===== config.mk =====
export PLATFORM = sky130hd
export DESIGN_NAME = mc_ctrl
export DESIGN_NICKNAME = d
export VERILOG_FILES = /design/src/rtl/mc_ctrl.sv
export SDC_FILE = /design/constraint.sdc
export NUM_CORES = 1
export LEC_CHECK = 0
export CAP_MARGIN = 20
export CORE_MARGIN = 4
export CORE_UTILIZATION = 40
export DETAILED_ROUTE_END_ITERATION = 7
export GPL_TIMING_DRIVEN = 0
export PLACE_DENSITY_LB_ADDON = 0.15
export SLEW_MARGIN = 10
export SYNTH_ARGS = -nofsm -noshare
export SYNTH_HDL_FRONTEND = slang
export SYNTH_SLANG_ARGS = --single-unit

===== constraint.sdc =====
create_clock -name clk -period 2.37 [get_ports clk]
set_input_delay 0.474 -clock clk [delete_from_list [all_inputs] [get_ports clk]]
set_output_delay 0.474 -clock clk [all_outputs]
set_load 0.1 [all_outputs]

===== src/rtl/mc_ctrl.sv =====
// mc_ctrl: multicycle sequencing controller for the MIPS datapath.
// Walks each instruction through FETCH/DECODE/execution states so a single
// ALU and a single memory port serve every phase. The only storage is the
// state register; every output is decoded from state and the IR fields.
// Optional feature macro: MC_CTRL_MEMWAIT_EN (memory states stall on mem_ready).
module mc_ctrl (
    input  logic       clk,
    input  logic       rst,
    input  logic [5:0] opcode,
    input  logic [5:0] funct,
    input  logic       overflow,
    input  logic       mem_ready,
    output logic       PcWrite,
    output logic       IrWrite,
    output logic [1:0] RegDst,
    output logic       AluSrc,
    output logic       MemRead,
    output logic       MemWrite,
    output logic       RegWrite,
    output logic [1:0] wd_sel,
    output logic [2:0] NpcSel,
    output logic [1:0] ExtOp,
    output logic [3:0] AluCtrl,
    output logic       illegal,
    output logic [3:0] state
);

    typedef enum logic [3:0] {
        S_FETCH  = 4'd0,
        S_DECODE = 4'd1,
        S_EXEC   = 4'd2,
        S_MEM_RD = 4'd3,
        S_MEM_WR = 4'd4,
        S_WB     = 4'd5,
        S_BRANCH = 4'd6,
        S_JUMP   = 4'd7,
        S_TRAP   = 4'd8
    } state_t;

    typedef enum logic [3:0] {
        C_ADDU, C_SUBU, C_SLT, C_JR, C_ADDI, C_ORI, C_LUI,
        C_LW, C_SW, C_BEQ, C_J, C_JAL, C_ILL
    } iclass_t;

    localparam logic [3:0] ALU_ADD  = 4'd0;
    localparam logic [3:0] ALU_SUB  = 4'd1;
    localparam logic [3:0] ALU_OR   = 4'd2;
    localparam logic [3:0] ALU_SLT  = 4'd3;
    localparam logic [3:0] ALU_PASS = 4'd4;

    state_t  st, st_nxt;
    iclass_t ic;
    logic    mem_go;
    logic    r_type;
    logic    pc_w, ir_w, mr, mw, rw, ill;

`ifdef MC_CTRL_MEMWAIT_EN
    assign mem_go = mem_ready;
`else
    // Memory always completes in one cycle; mem_ready is intentionally unused.
    logic unused_mem_ready;
    assign unused_mem_ready = mem_ready;
    assign mem_go = 1'b1;
`endif

    assign r_type = (opcode == 6'b000000);
    assign state  = st;

    // Instruction class from the registered opcode/funct fields
    always_comb begin
        ic = C_ILL;
        case (opcode)
            6'b000000: begin
                case (funct)
                    6'b100001: ic = C_ADDU;
                    6'b100011: ic = C_SUBU;
                    6'b101010: ic = C_SLT;
                    6'b001000: ic = C_JR;
                    default:   ic = C_ILL;
                endcase
            end
            6'b001000: ic = C_ADDI;
            6'b001101: ic = C_ORI;
            6'b001111: ic = C_LUI;
            6'b100011: ic = C_LW;
            6'b101011: ic = C_SW;
            6'b000100: ic = C_BEQ;
            6'b000010: ic = C_J;
            6'b000011: ic = C_JAL;
            default:   ic = C_ILL;
        endcase
    end

    // Next-state selection; memory states stall only when the wait feature is built in
    always_comb begin
        st_nxt = S_FETCH;
        case (st)
            S_FETCH:  st_nxt = mem_go ? S_DECODE : S_FETCH;
            S_DECODE: begin
                case (ic)
                    C_ADDU, C_SUBU, C_SLT, C_ADDI, C_ORI,
                    C_LUI, C_LW, C_SW:   st_nxt = S_EXEC;
                    C_BEQ:               st_nxt = S_BRANCH;
                    C_J, C_JAL, C_JR:    st_nxt = S_JUMP;
                    default:             st_nxt = S_TRAP;
                endcase
            end
            S_EXEC: begin
                if (ic == C_LW)      st_nxt = S_MEM_RD;
                else if (ic == C_SW) st_nxt = S_MEM_WR;
                else                 st_nxt = S_WB;
            end
            S_MEM_RD: st_nxt = mem_go ? S_WB : S_MEM_RD;
            S_MEM_WR: st_nxt = mem_go ? S_FETCH : S_MEM_WR;
            default:  st_nxt = S_FETCH;
        endcase
    end

    // State register; reset aborts any instruction and restarts at FETCH
    always_ff @(posedge clk or negedge rst) begin
        if (!rst) st <= S_FETCH;
        else      st <= st_nxt;
    end

    // Control decode; ALU/extend selects stay held from EXEC through the
    // final state because there is no ALU output register in the datapath
    always_comb begin
        pc_w    = 1'b0;
        ir_w    = 1'b0;
        mr      = 1'b0;
        mw      = 1'b0;
        rw      = 1'b0;
        ill     = 1'b0;
        RegDst  = 2'd0;
        AluSrc  = 1'b0;
        wd_sel  = 2'd0;
        NpcSel  = 3'd0;
        ExtOp   = 2'd0;
        AluCtrl = ALU_ADD;

        if (st == S_EXEC || st == S_MEM_RD || st == S_MEM_WR || st == S_WB) begin
            case (ic)
                C_ADDU: AluCtrl = ALU_ADD;
                C_SUBU: AluCtrl = ALU_SUB;
                C_SLT:  AluCtrl = ALU_SLT;
                C_ADDI, C_LW, C_SW: begin
                    AluSrc  = 1'b1;
                    ExtOp   = 2'd1;
                    AluCtrl = ALU_ADD;
                end
                C_ORI: begin
                    AluSrc  = 1'b1;
                    ExtOp   = 2'd0;
                    AluCtrl = ALU_OR;
                end
                C_LUI: begin
                    AluSrc  = 1'b1;
                    ExtOp   = 2'd2;
                    AluCtrl = ALU_OR;
                end
                default: ;
            endcase
        end

        case (st)
            S_FETCH: begin
                ir_w = mem_go;
                mr   = 1'b1;
            end
            S_MEM_RD: mr = 1'b1;
            S_MEM_WR: begin
                mw   = 1'b1;
                pc_w = mem_go;
            end
            S_WB: begin
                pc_w   = 1'b1;
                RegDst = r_type ? 2'd1 : 2'd0;
                wd_sel = (ic == C_LW) ? 2'd1 : 2'd0;
                rw     = !((ic == C_ADDI) && overflow);
            end
            S_BRANCH: begin
                AluCtrl = ALU_SUB;
                AluSrc  = 1'b0;
                NpcSel  = 3'd1;
                pc_w    = 1'b1;
            end
            S_JUMP: begin
                pc_w = 1'b1;
                if (ic == C_JR) begin
                    NpcSel  = 3'd3;
                    AluCtrl = ALU_PASS;
                end else begin
                    NpcSel = 3'd2;
                    if (ic == C_JAL) begin
                        rw     = 1'b1;
                        RegDst = 2'd2;
                        wd_sel = 2'd2;
                    end
                end
            end
            S_TRAP: begin
                ill  = 1'b1;
                pc_w = 1'b1;
            end
            default: ;
        endcase
    end

    // Strobes are masked while reset is held so nothing writes during or
    // at the reset edge, even though the state already reads FETCH
    assign PcWrite  = pc_w & rst;
    assign IrWrite  = ir_w & rst;
    assign MemRead  = mr   & rst;
    assign MemWrite = mw   & rst;
    assign RegWrite = rw   & rst;
    assign illegal  = ill  & rst;

endmodule


==> impl_metrics.ini, run 1 <==
[status]
outcome = did not finish
failed_stage = global routing (5_1_grt)
tool.error = [ERROR DPL-0038] Utilization greater than 100%, impossible to legalize

[yosys]
ys_seq_area_share_pct = 12.6
synthDominantCellAreaShare_pct = 12.6
synth.distinct_cells = 45
synthFlopType = dfrtp_1
post_synth_instance_area_um2 = 797
ys_ff_latch = 4
synth_area_leader_cell = dfrtp_1
ys.warnings.count = 0
synthCells = 114
synth_edf_count = 0
avgSynthCellArea_um2 = 6.99
synth-async-reset-ratio_pct = 100
synthTopCellsByArea = dfrtp_1, nand2_1, nor3_1, nor2_1, nor2b_1

[sta]
worst-ep-kind = primary output
crit_endpoint = AluCtrl[0]

[placement]
io_buffers = 35
dp_hpwl_mm = 2.05
dpl.cell_count = 175
routabilityCongestion = 0.896

[cts]
cts.sinks = 4
cts_buffers = 3
cts_buffer_depth = 2
cts_root_buffer = clkbuf_4
hold_buffers = 0
h-tree-depth = 1

[die]
pin_count = 40
die_w_um = 52.6
rows = 15
start_util_pct = 44.2
fp.dieH_um = 52.6

[global_routing]
grt_max_degree = 11
per-stage QoR:
step	cell area, µm²	setup slack (ns)	hold slack (ns)
CTS	1670	-0.0113	0.231
detailed placement	1380	-1.54	0.537
global placement	1380	-1.49	0.535
floorplan	1000	-0.500	0.178
cell usage after synthesis (2+ instances only):
cell type  count
nor3_1         9
o21ai_2        2
dfrtp_1        4
nand3_1        5
a32oi_1        2
and4b_1        2
nor4b_1        2
nor3b_1        2
a31oi_1        4
buf_4          4
nand2_1       14
o21ai_1        2
nand2b_1       3
nor2_1        11
and3_1         2
nor2b_1        5
o21ai_0        4
a21o_1         2
buf_2          4
a21oi_1        3
xnor2_1        3
inv_1          2
logic make-up after synthesis:
group | after synthesis | synth area share [%]
simple gates | 64 | 45.7
compound gates | 29 | 27.0
buf+inv | 11 | 8.63
xor+xnor | 4 | 4.40
flops | 4 | 12.6
mux | 1 | 1.26
other cells | 1 | 0.471
what timing repair did:
item                                    CTS
endpoints found under the setup margin   18
resized for setup                       184
buffers inserted                         10
cloned                                    0
pin swaps                                22
==> run 2, diff against run 1 <==
CORE_AREA = 4 4 65 67   (was unset)
CORE_MARGIN = unset   (was 4)
CORE_UTILIZATION = unset   (was 40)
DIE_AREA = 0 0 69 71   (was unset)
==> run 2 against run 1 <==
Against the previous run: the flow now finishes, with violations (setup timing); synthesized area unchanged; synthesized cell count stayed put.
==> impl_metrics.ini, run 2 <==
[cts]
cts_root_buffer = clkbuf_8
insertion_delay_ns = 0.21
h-tree-depth = 1
cts_tree = done
cts_buffer_depth = 2
cts.sinks = 4
clk_pin_slew_ns = 0.03
cts_buffers = 3

[route]
met2_length_mm = 1.64
routedWlPerCell_um = 13.9
avgViaCountPerCell = 4.95
top_layer = met4
vias = 1080
first_iter_violations = 37
drt_wl_total_mm = 3.02
met1_length_mm = 1.24
drt_first_pass_iters = 4
route.detailed.drc = 0
wl_met3_um = 129
ant_nets = 0

[yosys]
ys.warnings.count = 0
yosysMostFrequentCell = nand2_1
synth.distinct_cells = 45
ys_ff_latch = 4
synthFlopType = dfrtp_1
ys_seq_area_share_pct = 12.6
synthCells = 114
avgSynthCellArea_um2 = 6.99
synth-async-reset-ratio_pct = 100
synth_edf_count = 0
synth_common_cells = nand2_1, nor2_1, nor3_1, nand3_1, nor2b_1
synthDominantCellAreaShare_pct = 12.6
post_synth_instance_area_um2 = 797
synth_area_leader_cell = dfrtp_1
synthTopCellsByArea = dfrtp_1, nand2_1, nor3_1, nor2_1, nor2b_1

[global_routing]
track_usage_pct = 12.0
antenna_found_initial = 0
grt_pass1_wl_mm = 4.94
grt_max_degree = 11
grt_pass1_vias = 1075
overflow = 0

[sta]
period_share_pct = 101
setup_slack_ns = -0.0216
holdWs_ns = 0.263
setup-tns-final_ns = -0.0216
clock.fmax_ghz = 0.418
worst_slew_pin_slew_ns = 0.967
fin_worst_skew_ns = 0.00318
layout_min_cycle_time_ns = 2.39
rsz0062_at_grt = yes
max_slew_margin_pct = 35.3
final_max_slew_viol_count = 0
setup_viol = 1
finalHoldViolCount = 0

[flow_run]
cap_violations = 0

[setup_path]
crit_arrival_ns = 1.92
worstSetupPathType = input port to output port
critPathMaxFanout = 5
cp-end-kind = output port
critPathRequiredTime_ns = 1.90
cp-start-kind = input port
r2r_cells = 4

[status]
violations = setup timing
outcome = finished, violations left

[power_and_ir_drop]
ir_drop_v = 0.000175
finalPower_uw = 929
p_per_area_nw_per_um2 = 519
leakage_nw = 0.708

[layout]
largest_reg_flops = 4
drive_above_1_share_pct = 65.3
nets = 188
antenna-diode-count = 0
utilization_pct = 49.3
area_growth_pct = 125
final_cell_mix = buf_4, nand2_1, buf_2
final_common_cell = buf_4

[placement]
io_buffers = 35
pre_cts_ws_ns = -1.58
routabilityCongestion = 0.809
dp_hpwl_mm = 2.21

[die]
fp.dieH_um = 71
core_area_um2 = 3630
die_w_um = 69
die-area_um2 = 4900
start_util_pct = 21.9
rows = 22
pin_count = 40

[hold_path]
hold_path.class = input port to async pin
run 2: cell counts after synthesis:
Identical to the previous run, type by type.
run 2: area by class of cell:
class	count	area (µm²)
buffer	9	103
timing repair buffer	52	508
fill	369	1840
sequential	4	113
inverter	2	7.51
clock buffer	3	41.3
multi-input combinational	100	958
tap	48	60.1
run 2: logic make-up after synthesis:
kind of cell,Yosys count,share of synthesized area [%]
xor+xnor,4,4.40
other cells,1,0.471
simple gates,64,45.7
buf+inv,11,8.63
mux,1,1.26
flops,4,12.6
compound gates,29,27.0
run 2: worst paths after layout:
path / to / slack [ns] / start
max: AluCtrl[1] / -0.02 / opcode[4]
min reg2reg: state[0] / 0.55 / state[0]
max reg2reg: state[0] / 1.25 / state[1]
min in group clk: state[0] / 0.55 / state[0]
max in group asynchronous: state[3] / 1.82 / rst
min: state[2] / 0.26 / rst
run 2: report_power, final:
group / total [mW] / internal, mW / switching [mW]
clock network: 0.141 / 0.108 / 0.0329
registers: 0.135 / 0.0960 / 0.0386
logic: 0.653 / 0.191 / 0.463
total: 0.929 / 0.395 / 0.534
run 2: timing repair:
item                                    in CTS  in global routing
endpoints found under the setup margin      18                 11
buffers inserted                            12                  4
pin swaps                                   22                 16
gates resized for setup                    177                 16
hold buffers                                 0                  0
gates cloned                                 1                  0
run 2: critical path, stage by stage:
cell and delay, ns:
buf_12 0.11, nor4_4 0.37, nand2_4 0.15, o21ai_4 0.23, o21ai_2 0.10, o31ai_4 0.26, buf_12 0.21
run 2: metal layers:
metal	vias to the layer above	GRT usage, %
met5	-	0
met4	0	3.25
met3	2	2.27
met2	32	22.4
met1	509	13.9
li1	537	-
run 2: through the flow:
step	cells	area, µm²
global placement	198	1410
global route	218	1790
detailed placement	198	1410
floorplan	115	1000
finish	218	1790
CTS	214	1740
No activity file was read; power rests on OpenSTA's default activity.
==> run 3, diff against run 2 <==
CTS_CLUSTER_SIZE = 40   (was unset)
MAX_ROUTING_LAYER = met4   (was unset)
==> run 3 against run 2 <==
Against the previous run: the flow still finishes with violations (setup timing); clock power hardly changed; via count stayed put; final cell count stayed put; setup slack better by 0.0068 ns; utilization stayed put; sequential cell count stayed put; global-route usage is 0.36 points higher; sequential share of layout area stayed put.
==> impl_metrics.ini, run 3 (synthesis gave the netlist of run 2 again) <==
[die]
pin_count = 40
rows = 22
fp.dieH_um = 71
die_w_um = 69
die-area_um2 = 4900
core_area_um2 = 3630
start_util_pct = 21.9

[layout]
antenna-diode-count = 0
largest_reg_flops = 4
finalInstanceArea_um2 = 1790
final_cell_mix = buf_4, nand2_1, buf_2
n_fill_cell = 369
final_common_cell = buf_4
fin_cells = 218
drive_above_1_share_pct = 65.3
area_growth_pct = 125
nets = 188

[sta]
max_slew_margin_pct = 35.4
fin_worst_skew_ns = 0.00318
rsz0062_at_grt = yes
period_share_pct = 101
setup_slack_ns = -0.0147
finalHoldViolCount = 0
setup-tns-final_ns = -0.0147
clock.fmax_ghz = 0.419
layout_min_cycle_time_ns = 2.38
setup_viol = 1
worst_slew_pin_slew_ns = 0.967
final_max_slew_viol_count = 0

[route]
avgViaCountPerCell = 4.95
vias = 1080
route.detailed.drc = 0
routedWlPerCell_um = 13.8
ant_nets = 0
first_iter_violations = 37
drt_first_pass_iters = 4
drt_wl_total_mm = 3.01

[cts]
cts.sinks = 4
h-tree-depth = 1
cts_tree = done
clk_pin_slew_ns = 0.03
cts_buffers = 3
insertion_delay_ns = 0.21
cts_buffer_depth = 2
cts_root_buffer = clkbuf_8

[power_and_ir_drop]
p_per_area_nw_per_um2 = 519
ir_drop_v = 0.000175
leakage_nw = 0.708
finalPower_uw = 929

[placement]
routabilityCongestion = 0.821
dp_hpwl_mm = 2.21
io_buffers = 35
dpl.cell_count = 198
pre_cts_ws_ns = -1.58
placed_cell_area_um2 = 1410

[setup_path]
critPathMaxFanout = 5
critPathRequiredTime_ns = 1.90
crit_arrival_ns = 1.91
cp-start-kind = input port
worstSetupPathType = input port to output port
cp-end-kind = output port

[global_routing]
grt_pass1_wl_mm = 4.95
grt_max_degree = 11
track_usage_pct = 12.4
antenna_found_initial = 0
grt_pass1_vias = 1074
overflow = 0

[hold_path]
hold_path.class = input port to async pin

[status]
violations = setup timing
outcome = finished, violations left

[flow_run]
cap_violations = 0
==> run 3: power breakdown <==
group / leakage, nW / internal, mW / switching (mW)
combinational: 0.640 / 0.191 / 0.462
sequential: 0.0461 / 0.0960 / 0.0386
clock: 0.0216 / 0.108 / 0.0329
total: 0.708 / 0.395 / 0.534
==> run 3: repair_timing <==
| item | CTS | global route |
|---|---|---|
| buffers inserted | 12 | 4 |
| cloned | 1 | 0 |
| pin swaps | 22 | 16 |
| hold buffers | 0 | 0 |
| setup endpoints to repair | 18 | 11 |
| resized for setup | 177 | 16 |
==> run 3: critical path, cell delays in order <==
cell and delay [ns]:
buf_12 0.11, nor4_4 0.36, nand2_4 0.15, o21ai_4 0.23
o21ai_2 0.10, o31ai_4 0.26, buf_12 0.21
==> run 3: per-layer routing <==
layer	GRT usage (%)	vias up	wire length (µm)
met1	14.0	506	1220
met3	2.13	2	138
li1	-	538	-
met2	22.4	34	1650
met5	-	-	0
met4	3.25	0	6
==> run 3: per-stage QoR <==
| stage | utilization (%) | hold WS (ns) |
|---|---|---|
| 5_1_grt | 49.3 | 0.290 |
| 2_1_floorplan | - | 0.178 |
| 4_1_cts | 48.0 | 0.265 |
| 3_5_place_dp | 38.8 | 0.530 |
| 6_report | 49.3 | 0.263 |
| 3_3_place_gp | 38.8 | 0.535 |
==> run 3: worst paths after layout <==
kind	start	end	slack, ns	depth (start not counted)
max	opcode[4]	AluCtrl[1]	-0.01	7
min	rst	state[2]	0.26	1
max reg2reg	state[1]	state[0]	1.25	4
min reg2reg	state[0]	state[0]	0.55	1
max in group asynchronous	rst	state[3]	1.82	1
min in group clk	state[0]	state[0]	0.55	1
==> run 3: final cells by class <==
cell class / instances / area [µm²] / share of cell area [%]
buffer: 9 / 103 / 5.73
clock buffer: 3 / 41.3 / 2.31
inverter: 2 / 7.51 / 0.419
multi-input combinational: 100 / 958 / 53.5
sequential: 4 / 113 / 6.29
tap: 48 / 60.1 / 3.35
timing repair buffer: 52 / 508 / 28.4
